<file path="src/rtl/adder_subtractor_pkg.sv">
// adder_subtractor_pkg: opcode constants shared by the adder/subtractor slice
package adder_subtractor_pkg;
    localparam logic SEL_ADD = 1'b0;
    localparam logic SEL_SUB = 1'b1;
endpackage

</file>
<file path="src/rtl/adder_subtractor_full_adder.sv">
// full_adder: one-bit stage of the ripple-carry chain
module full_adder (
    input  logic x,
    input  logic y,
    input  logic cin,
    output logic s,
    output logic cout
);
    assign s    = x ^ y ^ cin;
    assign cout = (x & y) | (x & cin) | (y & cin);
endmodule

</file>
<file path="src/rtl/adder_subtractor.sv">
// adder_subtractor: registered two's-complement add/subtract over a ripple-carry chain
module adder_subtractor
    import adder_subtractor_pkg::*;
#(
    parameter int bit_len = 8
) (
    input  logic               clk,
    input  logic               rst_n,
    input  logic [bit_len-1:0] a,
    input  logic [bit_len-1:0] b,
    input  logic               sel,
    output logic [bit_len-1:0] sum,
    output logic               c_out
);
    logic               sub;
    logic [bit_len-1:0] b_eff;
    logic [bit_len-1:0] s;
    logic [bit_len:0]   carry;

    assign sub      = (sel == SEL_SUB);
    assign b_eff    = b ^ {bit_len{sub}};
    assign carry[0] = sub;

    genvar i;
    generate
        for (i = 0; i < bit_len; i++) begin : g_fa
            full_adder u_fa (
                .x   (a[i]),
                .y   (b_eff[i]),
                .cin (carry[i]),
                .s   (s[i]),
                .cout(carry[i+1])
            );
        end
    endgenerate

    // capture the chain result every edge; reset clears it immediately
    always_ff @(posedge clk or negedge rst_n) begin
        if (!rst_n) begin
            sum   <= '0;
            c_out <= 1'b0;
        end else begin
            sum   <= s;
            c_out <= carry[bit_len];
        end
    end
endmodule

</file>
<file path="config.mk">
export PLATFORM = sky130hd
export DESIGN_NAME = adder_subtractor
export DESIGN_NICKNAME = d
export VERILOG_FILES = /design/src/rtl/adder_subtractor_pkg.sv /design/src/rtl/adder_subtractor_full_adder.sv /design/src/rtl/adder_subtractor.sv
export SDC_FILE = /design/constraint.sdc
export NUM_CORES = 1
export LEC_CHECK = 0
export CAP_MARGIN = 0
export CORE_MARGIN = 1.5
export CORE_UTILIZATION = 35
export CTS_BUF_LIST = sky130_fd_sc_hd__clkbuf_16
export DETAILED_ROUTE_END_ITERATION = 8
export GPL_ROUTABILITY_DRIVEN = 0
export GPL_TIMING_DRIVEN = 0
export PLACE_DENSITY = 0.75
export SLEW_MARGIN = 15
export SYNTH_ARGS = -nofsm -noshare
export SYNTH_HDL_FRONTEND = slang
export SYNTH_HIERARCHICAL = 1
export SYNTH_SLANG_ARGS = --single-unit
</file>
<file path="constraint.sdc">
create_clock -name clk -period 0.8 [get_ports clk]
set_input_delay 0.08 -clock clk [delete_from_list [all_inputs] [get_ports clk]]
set_output_delay 0.08 -clock clk [all_outputs]
set_load 0.005 [all_outputs]
</file>
Yosys cells after proc, flatten, opt, wreduce, memory -nomap -nowiden
Cells that the tools add are included.

storage, ports and cells
  register bits = 9
  input bits = 19
  output and inout port bits = 9
  logic and storage cells = 59

cells by class
  bitwise logic cells = 57

operators with widths
  kind               number
  1-bit bitwise AND  24
  1-bit OR           16
  1-bit XOR          16
  8-bit XOR          1

Logic depth before layout (Yosys ltp)
  word-level depth = 25
  mapped depth = 10
  gate-level depth less buffers = 9

By module
The synthesis kept the hierarchy.

modules (own cells, without submodules)
  module            sequential area each (sq um)  instances  area each (sq um)  cells an instance
  adder_subtractor  225.2                         1          306.5              18
  full_adder        0.0                           8          20.0               1

Worst setup path after synthesis
No wires, ideal clock.

  path type = input -> register
  from = input port sel
  to = register sum[7]
  arrival time = 3498 ps
  required time = 664 ps
  library setup time = 136 ps
  path buffers = 1
  slack = -2834 ps
  stages = 10
  cells stage by stage = buf_6 -> xor2_1 -> fa_1 -> fa_1 -> fa_1 -> fa_1 -> fa_1 -> fa_1 -> fa_1 -> fa_1

between the ends
  longest elaborated chain between the ends = 23
  elaborated cells on any way between the ends = 38
  classes of those cells = 38 x bitwise

ends and longest elaborated chain
  element               line                               RTL
  start, declared       adder_subtractor.sv:11             input logic sel,
  8-bit XOR (*)         adder_subtractor.sv:21             assign b_eff = b ^ {bit_len{sub}};
  via b_eff[0]          adder_subtractor.sv:16             logic [bit_len-1:0] b_eff;
  1-bit bitwise AND     adder_subtractor_full_adder.sv:10  assign cout = (x & y) | (x & cin) | (y & cin);
  1-bit OR              adder_subtractor_full_adder.sv:10
  1-bit OR (*)          adder_subtractor_full_adder.sv:10
  via carry[1]          adder_subtractor.sv:18             logic [bit_len:0] carry;
  1-bit bitwise AND     adder_subtractor_full_adder.sv:10
  1-bit OR              adder_subtractor_full_adder.sv:10
  [... 1 more ...]      n/a
  via carry[2]          adder_subtractor.sv:18
  [... 3 more ...]      n/a
  via carry[3]          adder_subtractor.sv:18
  [... 3 more ...]      n/a
  via carry[4]          adder_subtractor.sv:18
  [... 3 more ...]      n/a
  via carry[5]          adder_subtractor.sv:18
  [... 2 more ...]      n/a
  1-bit OR (*)          adder_subtractor_full_adder.sv:10
  via carry[6]          adder_subtractor.sv:18
  1-bit bitwise AND     adder_subtractor_full_adder.sv:10
  1-bit OR              adder_subtractor_full_adder.sv:10
  1-bit OR (*)          adder_subtractor_full_adder.sv:10
  via carry[7]          adder_subtractor.sv:18
  1-bit XOR (*)         adder_subtractor_full_adder.sv:9   assign s = x ^ y ^ cin;
  via s[7]              adder_subtractor.sv:17             logic [bit_len-1:0] s;
  end signal, assigned  adder_subtractor.sv:43             sum <= s;
  end, declared         adder_subtractor.sv:12             output logic [bit_len-1:0] sum,

The timed path passes the listed nets; every way through them passes the cells marked *.

Final worst setup path
Same ends and word-level chain as after synthesis.

==> summary.txt <==
outcome = complete, but fails checks
violated checks = setup timing
vias in the first global route = 367
layer carrying the most global-route usage = met2
# DRC = 0
Synth top area share = 0.483
met1 usage = 0.176
GRT met2 Usage = 0.340
Post-DRT Antenna Nets = 0
final WL = 1.06 mm
grt ovf = 0
max cap viols = 0
global-route usage over all layers = 0.187
CTS sink count = 9
YS warnings = 6
FP Rows = 12
register area share after synthesis = 0.483
Cell Area, Synth = 467 um^2
Hold Fails Final Rpt = 0
area leader, netlist = dfrtp_1
1st-iter DRT viols = 5
Max VDD drop = 1.27 mV
CTS Hold Bufs = 0
fin worst setup slack = -2.43 ns
via count = 325
antenna cell count = 0
synth top area cells = dfrtp_1 (48%), fa_1 (34%), xor2_1 (15%)
Via density = 4.45
WP data required = 0.97 ns
Reg clk slew, reported paths = 0.04 ns
met3 usage = 0.0341
initial core utilization = 0.399
multi-input logic area = 265 um^2
Layout Nets = 87
Die Width = 39.5 um
average size of a mapped cell = 17.9 um^2
Worst Setup End Kind = flip-flop
die area = 1560 um^2
clock period minus worst slack = 3.23 ns
Mapped Cells = 26
routed len/inst = 14.6 um
global-route wire length before repair = 1.70 mm
Worst Setup Start Kind = input pin
Final Non-Filler Cells = 73
# fillers = 73
Synth Register Bits = 9
RSZ-0062 raised after global routing = yes
area grow syn2layout = 81.2%
clk buf depth = 2
CTS buffer count = 3
type of the worst setup path = in2reg
Post-Place Cells = 67
fin crit share = 4.03
share of cells above drive strength 1 = 0.458
H-tree Lvls = 1
Max Clk Rate = 0.310 GHz
max-slew violations = 0
Setup-failing EPs final = 8
Root Buffer = clkbuf_16
Slew @ Worst Pin = 0.369 ns
Core Region = 1170 um^2
register area = 225 um^2
IO Pins = 28
Post-Route Setup TNS = -12.00 ns
relative slew slack = 0.753
Worst Hold Class = in2async
Synthesized Nets = 53
leakage = 0.366 nW
CTS tree = built
power per cell area = 2300 nW/um^2
hpwl dp = 766 um
Die Y = 39.5 um
largest net degree at the start of global routing = 10
Pre-Repair DR Iteration Count = 4
CP Max Fanout = 2
initial antenna violation count = 0
Critical Path AT = 3.40 ns
Distinct cells, synth = 4
IO buf count = 27
-- critical path, cell delays in order --
cell	delay [ns]
buf_8	0.10
buf_12	0.11
xor2_2	0.14
fa_2	0.34
fa_2	0.34
fa_2	0.35
fa_2	0.36
fa_2	0.35
fa_2	0.35
fa_2	0.36
fa_2	0.52
-- cell usage after synthesis, drive strengths merged --
| cell type | n |
|---|---|
| dfrtp | 9 |
| fa | 8 |
| xor2 | 8 |
| buf | 1 |
-- metrics by stage --
step / hold slack (ns) / total power, mW / instance area [um^2] / setup slack [ns] / utilization
after CTS: 0.140 / 1.93 / 846 / -2.43 / 0.722
final: 0.131 / 1.95 / 846 / -2.43 / 0.722
after global placement: 0.372 / 1.16 / 781 / -3.09 / 0.667
after detailed placement: 0.380 / 1.19 / 781 / -3.16 / 0.667
after floorplan: -0.216 / 0.783 / 493 / -2.48 / -
after global routing: 0.169 / 2.08 / 846 / -2.49 / 0.722
-- cells by family after synthesis --
group      Yosys count  share of synthesized area
xor+xnor             8                      0.150
buf+inv              1                     0.0241
flops                9                      0.483
fa+ha+maj            8                      0.343
-- sequential cells by signal (all words and copies together), names as in the netlist --
signal  count
sum         8
c_out       1
-- per-layer routing --
layer / vias up / routed length, um
met2: 21 / 653
met5: - / 0
met4: 0 / 11
met3: 2 / 71
li1: 141 / -
met1: 161 / 327
-- cell type report --
class                   instances  area share
flip-flops and latches          9       0.266
well taps                      14      0.0207
clock inverters                 1     0.00444
multi-input cells              16       0.314
plain buffers                   1      0.0237
clock buffers                   3      0.0888
repair buffers                 29       0.283
-- layout by cell type, fill, tap and decap left out --
cell type / netlist / layout
xor2_2: 0 / 2
buf_4: 0 / 2
buf_12: 0 / 1
clkdlybuf4s50_1: 0 / 15
clkbuf_16: 0 / 3
dlygate4sd2_1: 0 / 1
buf_2: 0 / 10
buf_8: 0 / 1
fa_2: 0 / 8
inv_1: 0 / 1
xor2_1: 8 / 6
dfrtp_1: 9 / 9
-- how the worst max path moves through the flow --
stage          slack (ns)  startpoint  endpoint  cells past startpoint
2_1_floorplan       -2.48         sel    sum[7]                     10
3_5_place_dp        -3.16         sel    sum[7]                     11
5_1_grt             -2.49         sel    sum[7]                     11
3_3_place_gp        -3.09         sel    sum[7]                     11
4_1_cts             -2.43         sel    sum[7]                     11
6_report            -2.43         sel    sum[7]                     11
-- where the power goes --
group	total, mW	leakage [nW]	internal (mW)	switching, mW
clock	0.856	0.0423	0.652	0.204
combinational	0.483	0.218	0.277	0.207
sequential	0.611	0.105	0.577	0.0333
total	1.95	0.366	1.51	0.444
-- repair_timing --
action | 4_1_cts | 5_1_grt
resized for setup | 47 | 0
setup buffers | 2 | 0
pin swaps | 1 | 0
endpoints found under the setup margin | 18 | 15
Note: power is estimated with default switching activity, not from simulation.
